`config.mk`:
```
export PLATFORM = sky130hd
export DESIGN_NAME = multi_shift_unit
export DESIGN_NICKNAME = d
export VERILOG_FILES = /design/src/rtl/shifter_pkg.sv /design/src/rtl/shift_step_m.sv /design/src/rtl/multi_shift_unit.sv
export SDC_FILE = /design/constraint.sdc
export NUM_CORES = 1
export LEC_CHECK = 0
export CORE_ASPECT_RATIO = 0.75
export CORE_MARGIN = 1
export CORE_UTILIZATION = 47
export DETAILED_ROUTE_END_ITERATION = 8
export HOLD_SLACK_MARGIN = 0.06
export PLACE_DENSITY = 0.78
export SYNTH_ARGS = -nofsm -noshare
export SYNTH_HDL_FRONTEND = slang
export SYNTH_HIERARCHICAL = 1
export SYNTH_SLANG_ARGS = --single-unit
```
`constraint.sdc`:
```
create_clock -name clk -period 2.8 [get_ports clk]
set_clock_uncertainty 0.15 [all_clocks]
set_input_delay 0.28 -clock clk [delete_from_list [all_inputs] [get_ports clk]]
set_output_delay 0.28 -clock clk [all_outputs]
set_load 0.05 [all_outputs]
```
`src/rtl/shifter_pkg.sv`:
```
// Shared types and defaults for the iterative multi-bit shifter.
// Holds the operation codes, the controller state encoding and the
// default datapath sizes used by multi_shift_unit and shift_step_m.
package shifter_pkg;

   localparam int DEF_WORD_SIZE = 16;
   localparam int DEF_CNT_WIDTH = 4;

   typedef enum logic [2:0] {
      SRA  = 3'd0,
      RRC  = 3'd1,
      SRL  = 3'd2,
      SLL  = 3'd3,
      RLC  = 3'd4,
      ROR  = 3'd5,
      ROL  = 3'd6,
      RSVD = 3'd7
   } shift_func_e;

   typedef enum logic [1:0] {
      IDLE  = 2'd0,
      SHIFT = 2'd1,
      DONE  = 2'd2
   } msu_state_e;

endpackage

```
`src/rtl/shift_step_m.sv`:
```
// Single bit-step of the shifter/rotator, purely combinational.
// Works on the full word or, in byte mode, on the low half only; the
// upper half of the produced word is always zero in byte mode.
module shift_step_m
   import shifter_pkg::*;
#(
   parameter int WORD_SIZE = DEF_WORD_SIZE
) (
   input  shift_func_e          i_func,
   input  logic                 i_byteOp,
   input  logic [WORD_SIZE-1:0] i_work,
   input  logic                 i_carry,
   output logic [WORD_SIZE-1:0] o_work,
   output logic                 o_carry
);

   localparam int HALF = WORD_SIZE / 2;

   logic                 w_msb;
   logic                 w_lsb;
   logic                 w_ins;
   logic                 w_left;
   logic [WORD_SIZE-1:0] w_fullRight;
   logic [WORD_SIZE-1:0] w_fullLeft;
   logic [HALF-1:0]      w_halfRight;
   logic [HALF-1:0]      w_halfLeft;

   // Every mode reduces to a direction plus the bit shifted into the vacated end
   always_comb begin
      w_msb  = i_byteOp ? i_work[HALF-1] : i_work[WORD_SIZE-1];
      w_lsb  = i_work[0];
      w_left = 1'b0;
      w_ins  = w_msb;
      case (i_func)
         SRA: begin
            w_left = 1'b0;
            w_ins  = w_msb;
         end
         RRC: begin
            w_left = 1'b0;
            w_ins  = i_carry;
         end
         SRL: begin
            w_left = 1'b0;
            w_ins  = 1'b0;
         end
         SLL: begin
            w_left = 1'b1;
            w_ins  = 1'b0;
         end
         RLC: begin
            w_left = 1'b1;
            w_ins  = i_carry;
         end
         ROR: begin
            w_left = 1'b0;
            w_ins  = w_lsb;
         end
         ROL: begin
            w_left = 1'b1;
            w_ins  = w_msb;
         end
         default: begin
            w_left = 1'b0;
            w_ins  = w_msb;
         end
      endcase
   end

   // Candidate shifted words for both widths and both directions
   assign w_fullRight = {w_ins, i_work[WORD_SIZE-1:1]};
   assign w_fullLeft  = {i_work[WORD_SIZE-2:0], w_ins};
   assign w_halfRight = {w_ins, i_work[HALF-1:1]};
   assign w_halfLeft  = {i_work[HALF-2:0], w_ins};

   // Pick the word for the active width; the carry takes the bit that falls off
   always_comb begin
      o_carry = w_left ? w_msb : w_lsb;
      if (i_byteOp) begin
         o_work = {{HALF{1'b0}}, (w_left ? w_halfLeft : w_halfRight)};
      end else begin
         o_work = w_left ? w_fullLeft : w_fullRight;
      end
   end

endmodule

```
`src/rtl/multi_shift_unit.sv`:
```
// Iterative multi-bit shifter/rotator with a start/done handshake.
// One bit-step per clock on a registered working word; result, carry,
// zero and negative feed the ALU result mux and status-register update.
module multi_shift_unit
   import shifter_pkg::*;
#(
   parameter int WORD_SIZE = DEF_WORD_SIZE,
   parameter int CNT_WIDTH = DEF_CNT_WIDTH
) (
   input  logic                 clk,
   input  logic                 rst_n,
   input  logic                 start,
   input  logic [2:0]           func,
   input  logic                 byte_op,
   input  logic [CNT_WIDTH-1:0] count,
   input  logic [WORD_SIZE-1:0] src,
   input  logic                 carry_in,
   input  logic                 flush,
   output logic                 busy,
   output logic                 done,
   output logic [WORD_SIZE-1:0] result,
   output logic                 carry_out,
   output logic                 zero,
   output logic                 negative
);

   localparam int HALF = WORD_SIZE / 2;

   msu_state_e           r_state;
   logic [WORD_SIZE-1:0] r_work;
   logic                 r_carry;
   logic [CNT_WIDTH-1:0] r_cnt;
   shift_func_e          r_func;
   logic                 r_byteOp;

   logic                 w_accept;
   logic [WORD_SIZE-1:0] w_srcMasked;
   logic [WORD_SIZE-1:0] w_stepWork;
   logic                 w_stepCarry;

   // A new request is taken only when no shift is in flight and no abort is pending
   assign w_accept    = ((r_state == IDLE) || (r_state == DONE)) && start && !flush;
   assign w_srcMasked = byte_op ? {{HALF{1'b0}}, src[HALF-1:0]} : src;

   shift_step_m #(
      .WORD_SIZE (WORD_SIZE)
   ) u_step (
      .i_func   (r_func),
      .i_byteOp (r_byteOp),
      .i_work   (r_work),
      .i_carry  (r_carry),
      .o_work   (w_stepWork),
      .o_carry  (w_stepCarry)
   );

   // Controller and working registers; flush freezes the datapath and returns to IDLE
   always_ff @(posedge clk or negedge rst_n) begin
      if (!rst_n) begin
         r_state  <= IDLE;
         r_work   <= '0;
         r_carry  <= 1'b0;
         r_cnt    <= '0;
         r_func   <= SRA;
         r_byteOp <= 1'b0;
      end else if (flush) begin
         r_state <= IDLE;
      end else begin
         case (r_state)
            IDLE, DONE: begin
               if (w_accept) begin
                  r_work   <= w_srcMasked;
                  r_carry  <= carry_in;
                  r_cnt    <= count;
                  r_func   <= shift_func_e'(func);
                  r_byteOp <= byte_op;
                  r_state  <= (count != '0) ? SHIFT : DONE;
               end else begin
                  r_state <= IDLE;
               end
            end
            SHIFT: begin
               r_work  <= w_stepWork;
               r_carry <= w_stepCarry;
               r_cnt   <= r_cnt - CNT_WIDTH'(1);
               if (r_cnt == CNT_WIDTH'(1)) begin
                  r_state <= DONE;
               end
            end
            default: begin
               r_state <= IDLE;
            end
         endcase
      end
   end

   // Handshake flags decode straight from the state register, so they are glitch-free
   assign busy      = (r_state == SHIFT);
   assign done      = (r_state == DONE);
   assign result    = r_work;
   assign carry_out = r_carry;

   // Status flags look only at the active part of the working word
   always_comb begin
      if (r_byteOp) begin
         zero     = (r_work[HALF-1:0] == '0);
         negative = r_work[HALF-1];
      end else begin
         zero     = (r_work == '0);
         negative = r_work[WORD_SIZE-1];
      end
   end

endmodule

```
# Word level (Yosys, flattened, before mapping)
# Cells that the tools add are included.
# W data, S select, Z words.
[word_totals]
register_bits = 27
wordCells = 54
output_inout_bits = 21
input_bits = 29
[classes]
reduce_logical = 15
eq_ne = 11
n_bitwise = 1
add_sub_neg = 1
n_mux = 20
[ops]
columns = ["op", "count"]
rows = [
  ["$mux W16", 4],
  ["$pmux W16 S2", 1],
  ["$logic_not A16 Y1", 1],
  ["$eq A3 B3 Y1 const B", 3],
  ["$logic_not A8 Y1", 1],
  ["$mux W2", 4],
  ["$mux W8", 1],
  ["$pmux W4 S2", 1],
  ["$eq A3 B2 Y1 const B", 2],
  ["$reduce_and A3 Y1", 2],
  ["$reduce_or A2 Y1", 3],
  ["$mux W1", 5],
  ["$eq A4 B1 Y1 const B", 1],
  ["$mux W4", 1],
  ["$pmux W2 S2", 1],
  ["$reduce_bool A4 Y1", 1],
  ["$sub A4 B1 Y4 const B", 1],
  ["$eq A3 B1 Y1 const B", 1],
  ["$ne A3 B2 Y1 const B", 1],
  ["$pmux W1 S3", 1],
  ["$reduce_or A3 Y1", 1],
  ["$eq A2 B1 Y1 const B", 1],
  ["$eq A2 B2 Y1 const B", 1],
  ["$logic_and A1 B1 Y1", 2],
  ["other kinds (7)", 7],
]

# Logic depth before layout (Yosys ltp)
[depth]
ltp_word = 7
mapped_depth = 7
mapped_depth_nobuf = 6

# Cells and area by module
# Netlist, hierarchy kept.
[by_module_without_submodules]
columns = ["module", "cells_each", "area_per_inst_um2", "seq_area_each_um2", "n_inst"]
rows = [
  ["multi_shift_unit", 117, 1529.0, 675.6, 1],
  ["shift_step_m", 45, 360.3, 0.0, 1],
]

# Worst setup path after synthesis
# Ideal clock, no wire load.
[synth_path]
path_type = "register to output"
startpoint = "reg r_work[15], in the netlist result[15]"
endpoint = "out zero"
stages_incl_launch_ff = 4
required_time_ps = 2370
setup_slack_ps = 700
n_path_buf = 0
t_arrival_ps = 1670
cell_sequence = "dfrtp_1 -> nor4_1 -> a21oi_1 -> nor2_1"
[synth_between]
elab_chain_len = 2
[synth_rtl]
columns = ["element", "line", "source"]
rows = [
  ["start, declared", "multi_shift_unit.sv:30", "logic [WORD_SIZE-1:0] r_work;"],
  ["start signal, assigned", "multi_shift_unit.sv:71", "r_work <= w_srcMasked;"],
  ["start signal, assigned", "multi_shift_unit.sv:82", "r_work <= w_stepWork;"],
  ["$logic_not A16 Y1", "multi_shift_unit.sv:108", "zero = (r_work == '0);"],
  ["$mux W1", "multi_shift_unit.sv:104", "if (r_byteOp) begin"],
  ["end, declared", "multi_shift_unit.sv:23", "output logic zero,"],
]
# Every way passes these cells.

# Worst setup path in the final report
[layout_path]
startpoint = "reg r_work[10], in the netlist result[10]"
endpoint = "out zero"
# Same word-level chain as after synthesis.

==> summary.md <==
| Metric | Value |
|---|---|
| Drt total wl | `4.31 mm` |
| Register area | `~680 µm²` |
| Synth top area share | `0.358` |
| Top Ports | `50` |
| Period minus WS final | `2.63 ns` |
| Final hold slack | `around 0.22 ns` |
| Run status | `complete, no violations` |
| Via count | `about 1500` |
| Fin crit share | `0.939` |
| Setup crit end kind | `output pin` |
| Iteration count of the initial detailed-routing pass | `5` |
| Combinational share of power | `0.585` |
| GRT Residual Overflow | `0` |
| First-pass GRT wire length | `about 7.3 mm` |
| Initial antenna violation count | `0` |
| Synth Cell Area | `about 1900 µm²` |
| Top-count cell post-synth | `mux2_2` |
| Hold_buf cts | `0` |
| Cell-internal power | `1.23 mW` |
| Layout cell share with drive strength beyond 1 | `0.297` |
| Port-buffer cells | `between 40 and 50` |
| Ys Warns | `6` |
| Static leakage | `about 1.0 nW` |
| Mapped Avg Cell Area | `between 10 and 15 µm²` |
| Peak Freq | `roughly 380 MHz` |
| Antenna cells | `0` |
| DRC Markers | `0` |
| Die Area | `approximately 4300 µm²` |
| RSZ-0062 raised after global routing | `false` |
| Tot Pwr | `roughly 2.3 mW` |
| Die W | `75.2 µm` |
| Final design area excluding fillers | `2440 µm²` |
| Area contributors post-synth | `dfrtp_1, mux2_2, mux2_4` |
| Max_cap viols | `0` |
| Placed Area | `2400 µm²` |
| Synth top cells by count | `mux2_2, dfrtp_1, nor2_1, mux2i_1` |
| Prevailing post-synth register cell | `dfrtp_1` |
| Routed len/inst | `~16 µm` |
| Setup_tns | `0 ns` |
| H-tree depth | `1` |
| DRT antenna net count | `0` |
| Vias per cell | `5.61` |
| Nets | `244` |
| Pwr/cell area | `around 940 nW/µm²` |
| # fillers | `between 300 and 400` |
| Clock buffers created by TritonCTS | `3` |
| Sequential power share | `0.317` |
| Final Setup Violations | `0` |
| Syn nets | `between 150 and 200` |
| Async SR Flop Fraction | `1.00` |
| Kind of critical path | `flop to output pin` |
| Critical Path RT | `about 2.4 ns` |
| Switching Share | `0.464` |
| Worst Tran Pin Value | `between 0.6 and 0.7 ns` |
| P_sw | `about 1.1 mW` |
| CORE AREA | `between 3000 and 4000 µm²` |
| Clk buf depth | `2` |
| Register area share after synthesis | `0.358` |
| CTS tree | `yes` |
| Endpoints failing hold | `0` |
| Hold Crit Class | `input port to asynchronous set/reset pin` |
| Unique masters post-synth | `38` |
| Cells after synthesis | `between 150 and 200` |
| Slew margin rel. | `0.562` |
| Area leader, netlist | `dfrtp_1` |
| Clock Power Share | `0.098` |
| Area grow syn2layout | `29.4%` |
| Worst vdd ir | `0.517 mV` |
| Chip Height | `around 57 µm` |
| Post-DP HPWL | `between 3 and 4 mm` |
| Post-cts resize count | `0` |
| Post-CTS Setup Repair Bufs | `0` |
| CTS Root Cell | `clkbuf_8` |
| Clk_lat worst skew | `0.28 ns` |
| Core Rows | `19` |
| Worst-path clk slew | `0.09 ns` |
| Max-slew violations | `0` |
| Largest net degree at the start of global routing | `28` |
| Critical path launch point type | `flop` |
| Critical Path AT | `~2.2 ns` |
| GR Util All Layers | `0.227` |
| Crit Path Max Fanout | `5` |
| TritonCTS Sinks | `27` |
| Iter 0 DRT Violations | `between 90 and 100` |
| Initial Utilization | `0.503` |
| EDFF count, synth | `0` |
| RD Place Congestion | `roughly 0.82` |
| Vias in the first global route | `around 1500` |
| Number of synthesized register bits | `27` |
| Area of the multi-input gates | `1100 µm²` |
## sequential cells by signal (all words and copies together) (netlist names)
register and count:
carry_out 1, r_state 2, result 16, r_cnt 4, r_func 3, r_byteOp 1
## worst paths after layout
kind                             from  slack [ns]  depth (start not counted)    endpoint
setup / recovery           result[10]        0.17                          4        zero
hold / removal                  rst_n        0.22                          2  result[12]
setup reg to reg            r_func[2]        0.56                          5   result[5]
hold reg to reg              r_cnt[3]        0.38                          1    r_cnt[3]
max in group asynchronous       rst_n        2.02                          2   result[1]
min in group clk             r_cnt[3]        0.38                          1    r_cnt[3]
## cell type report
| type | count | area share |
|---|---|---|
| Clock buffer | 3 | 0.0169 |
| Clock inverter | 1 | 0.00205 |
| Inverter | 7 | 0.0128 |
| Multi-Input combinational cell | 120 | 0.449 |
| Sequential cell | 27 | 0.276 |
| Tap cell | 52 | 0.0266 |
| Timing Repair Buffer | 54 | 0.216 |
## power groups by stage
stage          combinational (mW)  clock [mW]  sequential, mW
6_report                     1.34       0.225           0.728
3_5_place_dp                 1.34           0           0.733
5_1_grt                      1.42       0.253           0.753
3_3_place_gp                 1.31           0           0.718
2_1_floorplan               0.660           0            1.02
4_1_cts                      1.34       0.234           0.726
## layer usage
metal	up-vias	GRT usage	wire length, µm	share of wire
met4	0	0.0608	68	0.016
li1	689	-	-	-
met2	47	0.349	1960	0.45
met3	12	0.0467	190	0.044
met5	-	0	0	0
met1	734	0.324	2090	0.49
## cells in the final DEF, fill, tap and decap left out, drive strengths merged, types with 3 or more instances in the layout
cell type,count
nor3b,4
buf,5
mux2,45
dfrtp,27
nor3,4
nor2,12
mux2i,11
nand2,6
nor2b,10
a21oi,5
nor4,5
inv,7
clkdlybuf4s50,49
clkbuf,3
## through the flow
stage | utilization | setup WS (ns) | instances
6_report | 0.651 | 0.171 | 264
3_5_place_dp | 0.639 | 0.531 | 260
5_1_grt | 0.651 | 0.0736 | 264
4_1_cts | 0.651 | 0.199 | 264
3_3_place_gp | 0.639 | 0.600 | 260
2_1_floorplan | - | 0.700 | 162
## worst max-delay path, stage by stage (launching register included)
cell and delay [ns]:
dfrtp_1 0.44, nor4_1 0.36, a21oi_1 0.13, nor2_1 0.16
clkdlybuf4s50_1 0.84
## cells by family (layout without fill, tap and decap cells)
group           count (synthesis)  after routing  share of synthesized area
compound gates                 16             16                     0.0821
simple gates                   46             46                      0.138
mux                            56             56                      0.346
fa+ha+maj                       2              2                     0.0132
flops                          27             27                      0.358
buf+inv                        15             65                     0.0629
No activity file was read; power rests on OpenSTA's default activity.
